===== config.mk =====
export PLATFORM = sky130hd
export DESIGN_NAME = fifo_wr_arbiter_flat
export DESIGN_NICKNAME = d
export VERILOG_FILES = /design/src/rtl/fifo_wr_arbiter_if.sv /design/src/rtl/fifo_wr_arbiter.sv /design/src/flat_wrapper.sv
export SDC_FILE = /design/constraint.sdc
export NUM_CORES = 1
export LEC_CHECK = 0
export CORE_MARGIN = 4
export CORE_UTILIZATION = 40
export CTS_BUF_LIST = sky130_fd_sc_hd__clkbuf_2
export CTS_CLUSTER_DIAMETER = 200
export DETAILED_ROUTE_END_ITERATION = 8
export HOLD_SLACK_MARGIN = 0.15
export PLACE_DENSITY = 0.92
export SYNTH_ARGS = -nofsm -noshare
export SYNTH_HDL_FRONTEND = slang
export SYNTH_SLANG_ARGS = --single-unit

===== constraint.sdc =====
create_clock -name wclk -period 3.91 [get_ports wclk]
set_input_delay 0.5865 -clock wclk [delete_from_list [all_inputs] [get_ports wclk]]
set_output_delay 0.5865 -clock wclk [all_outputs]
set_load 0.005 [all_outputs]

===== src/rtl/fifo_wr_arbiter_if.sv =====
// fifo_wr_arbiter_if: requester bundle plus FIFO write port shared through the arbiter
interface fifo_wr_arbiter_if #(
    parameter int WIDTH   = 8,
    parameter int NUM_REQ = 4
);
    localparam int IW = $clog2(NUM_REQ);
    logic [NUM_REQ-1:0]       req;
    logic [NUM_REQ*WIDTH-1:0] req_data;
    logic [NUM_REQ-1:0]       gnt;
    logic [IW-1:0]            owner;
    logic                     busy;
    logic                     winc;
    logic [WIDTH-1:0]         wdata;
    logic                     wfull;
    modport master (input req, req_data, wfull, output gnt, owner, busy, winc, wdata);
    modport slave (output req, req_data, wfull, input gnt, owner, busy, winc, wdata);
endinterface


===== src/rtl/fifo_wr_arbiter.sv =====
// fifo_wr_arbiter: round-robin burst-holding arbiter driving an async FIFO write port
module fifo_wr_arbiter #(
    parameter int WIDTH     = 8,
    parameter int NUM_REQ   = 4,
    parameter int MAX_BURST = 4
) (
    input logic               wclk,
    input logic               wrst,
    fifo_wr_arbiter_if.master bus
);
    localparam int IW = $clog2(NUM_REQ);
    localparam int BW = $clog2(MAX_BURST + 1);
    typedef enum logic {ARB, BURST} state_t;
    state_t          state;
    logic [IW-1:0]   owner, rr_ptr, sel, nxt;
    logic [BW-1:0]   beat_cnt;
    logic            own_req, beat, last;
    // descending scan so the requester closest to rr_ptr is written last and wins
    always_comb begin
        sel = rr_ptr;
        for (int k = NUM_REQ - 1; k >= 0; k--)
            if (bus.req[IW'((int'(rr_ptr) + k) % NUM_REQ)]) sel = IW'((int'(rr_ptr) + k) % NUM_REQ);
    end
    assign own_req    = bus.req[owner];
    assign beat       = state == BURST && own_req && !bus.wfull && !wrst;
    assign last       = beat_cnt == BW'(MAX_BURST - 1);
    assign nxt        = owner == IW'(NUM_REQ - 1) ? '0 : owner + 1'b1;
    assign bus.winc   = beat;
    assign bus.gnt    = beat ? NUM_REQ'(1) << owner : '0;
    assign bus.wdata  = (state == BURST && !wrst) ? bus.req_data[owner*WIDTH +: WIDTH] : '0;
    assign bus.busy   = state == BURST && !wrst;
    assign bus.owner  = owner;
    always_ff @(posedge wclk) begin
        if (wrst) begin
            state    <= ARB;
            owner    <= '0;
            rr_ptr   <= '0;
            beat_cnt <= '0;
        end else if (state == ARB) begin
            if (|bus.req) begin
                state    <= BURST;
                owner    <= sel;
                beat_cnt <= '0;
            end
        end else if (!own_req || (beat && last)) begin
            state    <= ARB;
            rr_ptr   <= nxt;
            beat_cnt <= '0;
        end else if (beat) begin
            beat_cnt <= beat_cnt + 1'b1;
        end
    end
endmodule


===== src/flat_wrapper.sv =====
// flat-port wrapper written by rule: the top's interface ports become plain ports
module fifo_wr_arbiter_flat 
#(
    parameter int WIDTH     = 8,
    parameter int NUM_REQ   = 4,
    parameter int MAX_BURST = 4
)
  (wclk, wrst, bus_req, bus_req_data, bus_wfull, bus_gnt, bus_owner, bus_busy, bus_winc, bus_wdata);
  fifo_wr_arbiter_if #(.WIDTH(WIDTH), .NUM_REQ(NUM_REQ)) bus_i ();
  input logic wclk;
  input logic wrst;
  input wire logic [$bits(bus_i.req)-1:0] bus_req;
  input wire logic [$bits(bus_i.req_data)-1:0] bus_req_data;
  input wire logic [$bits(bus_i.wfull)-1:0] bus_wfull;
  output wire logic [$bits(bus_i.gnt)-1:0] bus_gnt;
  output wire logic [$bits(bus_i.owner)-1:0] bus_owner;
  output wire logic [$bits(bus_i.busy)-1:0] bus_busy;
  output wire logic [$bits(bus_i.winc)-1:0] bus_winc;
  output wire logic [$bits(bus_i.wdata)-1:0] bus_wdata;
  assign bus_i.req = bus_req;
  assign bus_i.req_data = bus_req_data;
  assign bus_i.wfull = bus_wfull;
  assign bus_gnt = bus_i.gnt;
  assign bus_owner = bus_i.owner;
  assign bus_busy = bus_i.busy;
  assign bus_winc = bus_i.winc;
  assign bus_wdata = bus_i.wdata;
  fifo_wr_arbiter #(.WIDTH(WIDTH), .NUM_REQ(NUM_REQ), .MAX_BURST(MAX_BURST)) u_core (.wclk(wclk), .wrst(wrst), .bus(bus_i));
endmodule

After elaboration in Yosys (flattened, before gate mapping). Cells that the tools add are included.

Output and inout bits: 16. Register bits: 8. Input bits: 39. Word-level logic and storage cells: 62.

Order comparisons: 5. Bitwise logic cells: 1. Add/subtract/negate cells: 5. Mux-type cells: 28. Shifts and indexed selects: 2. Eq/ne operators: 3. Reduce and logical (&&, ||, !) cells: 14.

Operators by type and width (count): $shiftx 32x6->8 (1); $lt 2x4->1 const B (4); $mux 1 (12); $mux 3 (4); $bmux 1 s2 (5); $mux 2 (5); $mux 8 (1); $reduce_and 2->1 (3); $logic_and 1x1->1 (5); $add 2x1->2 const B (2); $add 2x2->2 const B (2); $mux 4 (1); $reduce_or 4->1 (1); $shl 1x2->4 const A (1); $add 3x1->3 const B (1); $eq 3x2->1 const B (1); $logic_not 1->1 (3); $lt 2x3->1 const B (1); $ne 3x3->1 const B (1); $eq 2x2->1 const B (1); $reduce_bool 2->1 (1); $logic_or 1x1->1 (1); $not 1->1 (1).

Longest topological paths before layout.
Word-level depth: 9. Depth in mapped cells: 6. Depth with buffers taken out: 6.

Least setup slack after synthesis. OpenSTA, ideal clock, no wires.

Path kind: input to output. From: input bus_req[0]. To: output bus_gnt[0]. Buffers on the path: 1. Cell stages on the path: 4. Slack: 1.771 ns. Required time: 3.323 ns. Arrival: 1.553 ns. Cell sequence: clkbuf_2 -> mux4_2 -> nor3b_4 -> and2_1.

Word-level cells in the longest chain between the ends: 6.

RTL lines: start, declared (line flat_wrapper.sv:12) `input wire logic [$bits(bus_i.req)-1:0] bus_req;`; $bmux 1 s2 (line fifo_wr_arbiter.sv:24) `assign own_req = bus.req[owner];`; $mux 1 (implied by the code) (line fifo_wr_arbiter.sv:24); $logic_and 1x1->1 (3 in series) (line fifo_wr_arbiter.sv:25) `assign beat = state == BURST && own_req && !bus.wfull && !wrst;`; named net bus_winc (line flat_wrapper.sv:18) `output wire logic [$bits(bus_i.winc)-1:0] bus_winc;`; $mux 4 (line fifo_wr_arbiter.sv:29) `assign bus.gnt = beat ? NUM_REQ'(1) << owner : '0;`; end, declared (line flat_wrapper.sv:15) `output wire logic [$bits(bus_i.gnt)-1:0] bus_gnt;`.

The timed path passes the listed nets, and every way through them passes these cells. The select of a mux whose other input is x is not followed.

Final worst setup path.
From: input wrst. To: output bus_gnt[0].

Word-level cells in the longest chain between the ends: 3.

RTL lines: start, declared (line flat_wrapper.sv:11) `input logic wrst;`; $logic_not 1->1 (line fifo_wr_arbiter.sv:25); $logic_and 1x1->1 (line fifo_wr_arbiter.sv:25); $mux 4 (line fifo_wr_arbiter.sv:29).

Every way passes these cells.

==> out/results.md <==
| Stage | Metric | This run |
|---|---|---|
| cells and area | Fillers | 156 |
| clocking | TritonCTS clock tree | done |
| cells and area | Non-filler instance count after layout | 169 |
| synth | Per-instance average area after synthesis | 9.62 um^2 |
| synth | Dominant synthesized flop cell | dfxtp_1 |
| setup path | Crit Reg-Reg Startpoint | u_core.bus.owner[0] |
| power and ir drop | Gate power share | 44.6% |
| setup path | Internal reg-to-reg setup slack | 2.13 ns |
| setup path | Data arrival time at the worst-slack endpoint | 2.62 ns |
| setup path | CP max-delay cell | clkdlybuf4s50_1 |
| clocking | Resize count post-CTS | 0 |
| sta | Post-route setup slack | 0.699 ns |
| sta | Setup TNS Final | 0 ns |
| sta | Slew at the pin closest to its max-slew limit | 0.575 ns |
| clocking | Clock buffer count from CTS | 3 |
| power and ir drop | Switching share of power | 28.5% |
| worst hold path | End point of the worst hold path | u_core.beat_cnt[2] |
| status | Outcome | finished, final reports clean |
| setup path | Critical path peak fanout | 11 |
| route | Violation count after the first detailed-route iteration | 20 |
| setup path | Worst endpoint required time | 3.32 ns |
| route | Average detailed-routed wire length per instance | 15.2 um |
| synth | Number of enable-type register cells in the synthesized netlist | 0 |
| power and ir drop | Cell-internal power | 0.000187 W |
| cells and area | Area Growth Syn to Fin | 64.7% |
| sta | Number of failing setup endpoints in the final timing report | 0 |
| synth | Post-synth design cell area | 866 um^2 |
| sta | Min cycle time layout | 3.21 ns |
| floorplan | Top-level I/O count | 55 |
| power and ir drop | Static leakage power | 0.504 nW |
| setup path | Worst Path Class, Setup | in -> out |
| global route | Largest net degree at the start of global routing | 16 |
| power and ir drop | Peak ir drop on the vdd network | 0.218 mV |
| synth | Sequential element share of the synthesized area | 18.5% |
| sta | Final hold violations | 0 |
| route | Routed WL | 2570 um |
| route | Detailed-routing iteration count for the pre-antenna-repair pass | 4 |
| cells and area | Diode insertion count for antenna repair | 0 |
| synth | Synth area leader | dfxtp_1 |
| setup path | Endpoint class of the critical path | output pin |
| clocking | Clock Tree Root | clkbuf_2 |
| setup path | Delay contributed by the slowest stage of the critical path | 0.57 ns |
| placement | Count of placed standard cells including taps | 166 |
| sta | Count of pins over their slew limit | 0 |
| synth | Yosys top cell area share | 18.5% |
| setup path | CP most frequent cell | clkdlybuf4s50_1 |
| floorplan | Initial standard-cell utilization of the core | 43.2% |
| route | Routed via count divided by cell count | 5.34 |
| clocking | Clock latency on the worst-skew pair | 0.25 ns |
| synth | Asr flop ratio synth | 0% |
| placement | Estimated wirelength of the detail-placed design | 2110 um |
| worst hold path | Hold path depth | 2 |
| power and ir drop | Clk pwr share | 19.1% |
| sta | Final Skew | 0.0136 ns |
| synth | FF+latch count, synth | 8 |
| global route | Number of global-route vias before repair | 874 |
| clocking | H-tree levels | 1 |
| placement | Final weighted congestion of routability-driven global placement | 0.821 |
| worst hold path | Hold Path Class | reg -> reg |
| clocking | Clock-pin slew on the worst setup and hold paths | 0.06 ns |
| global route | Initial antenna violation count | 0 |
| synth | Leading post-synthesis cells by instance count | 8 x dfxtp_1, 8 x nor2b_1 |
| cells and area | Sequential cell area | 160 um^2 |
| clocking | Number of sinks driven by the clock tree | 8 |
| placement | Quantity of I/O buffers inserted on ports | 54 |
| synth | Number of warnings reported in the yosys synthesis log | 0 |
| setup path | Number of cells on the worst reg-to-reg path | 4 |
| cells and area | Share of post-route cells with drive strength above 1 | 9.15% |
| synth | Area contributors post-synth | dfxtp_1 18%, mux4_2 16%, mux4_1 9.1% |
| sta | Worst slew margin relative to its limit | 61.3% |
| route | Via count | 902 |
| sta | Fraction of the cycle the final worst path needs | 82.1% |
| sta | RSZ-0062 raised after global routing | false |
| setup path | Series of cell instances along the critical path | clkdlybuf4s50_1 > nand2b_1 > nor3b_4 > and2_1 > clkdlybuf4s50_1 |
| power and ir drop | Total net switching power | 0.0000745 W |
| floorplan | Die Footprint | 2970 um^2 |
| clocking | Hold buffer count at CTS | 0 |
| floorplan | Width of the die | 54.5 um |
| worst hold path | Hold path start | u_core.beat_cnt[2] |
| synth | Syn_nets | 135 |
| power and ir drop | Power Dens Cells | 183 nW/um^2 |
| clocking | Clock buffer depth | 2 |
| sta | Maximum operating frequency | 311 MHz |
| setup path | Critical path launch point type | primary input |
| clocking | Number of buffers inserted to repair setup after CTS | 0 |
| cells and area | Final net count | 189 |
| global route | Gr usage total | 18.1% |
| cells and area | Multi-input gate area in the final layout | 643 um^2 |
| global route | Remaining Overflow, GRT | 0 |
| synth | Gate count after technology mapping | 90 |
| global route | Wire length of the first global-routing pass | 3780 um |
| floorplan | Core Rows | 16 |
| flow run | Max-cap viol count | 0 |
| route | ANT nets after route | 0 |
| placement | Post-Place Setup Slack | 0.687 ns |
| route | DRC | 0 |
| synth | Yosys cell types | 32 |
| power and ir drop | Relative contribution of sequential cells to total power | 36.3% |
| setup path | End of the worst register-to-register path | u_core.rr_ptr[1] |
| floorplan | Standard cell core area | 2000 um^2 |
| floorplan | Vertical die dimension | 54.5 um |
## sequential cells by signal, indices dropped and copies added, names as in the netlist
name / cells
u_core.beat_cnt: 3
u_core.state: 1
u_core.rr_ptr: 2
u_core.bus.owner: 2
## per-layer routing
layer  GRT usage [%]  share of wire (%)
met5               0                  0
met2            33.9                 48
met1            17.8                 38
met4            5.39                1.2
met3            7.63                 12
## placed cells by master (no fill, tap or decap)
cell type	instances
nor4_1	1
mux4_1	3
o221ai_1	1
clkdlybuf4s50_1	54
o32ai_1	2
and2_1	4
ha_1	6
mux2i_1	4
inv_2	1
mux4_2	6
dfxtp_1	8
nor2_1	5
a211oi_1	1
a21oi_1	5
nor2b_1	8
nor3_1	3
or4_1	1
nand2b_1	6
clkbuf_2	3
o31ai_1	1
nor3b_1	1
nand2_1	3
o21ai_0	3
o22a_1	1
o22ai_2	1
nand3b_1	1
nor3b_4	1
a31oi_1	1
buf_4	1
inv_1	6
## final cells by class
type | instances | area share (%)
Multi-Input combinational cell | 69 | 45.1
Timing Repair Buffer | 55 | 38.4
Sequential cell | 8 | 11.2
Tap cell | 27 | 2.37
Inverter | 7 | 1.84
Clock buffer | 3 | 1.05
## how the worst max path moves through the flow
stage,from,end,slack [ns]
after floorplan,bus_req[0],bus_gnt[0],1.77
after global placement,wrst,bus_gnt[0],0.77
after detailed placement,wrst,bus_gnt[1],0.69
after CTS,wrst,bus_gnt[1],0.69
after global routing,wrst,bus_gnt[1],0.57
final,wrst,bus_gnt[0],0.70
## power by group through the flow
| stage | clock, W | combinational (W) | sequential [W] |
|---|---|---|---|
| after floorplan | 0 | 0.0000603 | 0.0000924 |
| after global placement | 0 | 0.000115 | 0.0000967 |
| after detailed placement | 0 | 0.000117 | 0.0000971 |
| after CTS | 0.0000530 | 0.000117 | 0.0000950 |
| after global routing | 0.0000590 | 0.000126 | 0.0000959 |
| final | 0.0000498 | 0.000117 | 0.0000950 |
## stage by stage
stage	instance area (um^2)	total power (W)	hold WS (ns)	util, %
2_1_floorplan	866	0.000153	0.452	-
3_3_place_gp	1410	0.000212	0.473	70.5
6_report	1430	0.000261	0.482	71.3
4_1_cts	1430	0.000266	0.486	71.3
5_1_grt	1430	0.000281	0.505	71.3
3_5_place_dp	1410	0.000214	0.476	70.5
## critical path, delay by kind of cell
kind	cells	cell delay [ns]
buffers and inverters	2	1.06
AND/OR/NAND/NOR	3	0.97
## kinds of logic after synthesis
| group | count (synthesis) | share of synthesized area [%] |
|---|---|---|
| muxes | 13 | 29.3 |
| DFF | 8 | 18.5 |
| AOI/OAI and AO/OA | 16 | 12.6 |
| buffers and inverters | 13 | 7.22 |
| adders and majority gates | 6 | 8.67 |
| and+or+nand+nor | 34 | 23.7 |
(Power assumes the default switching activity.)
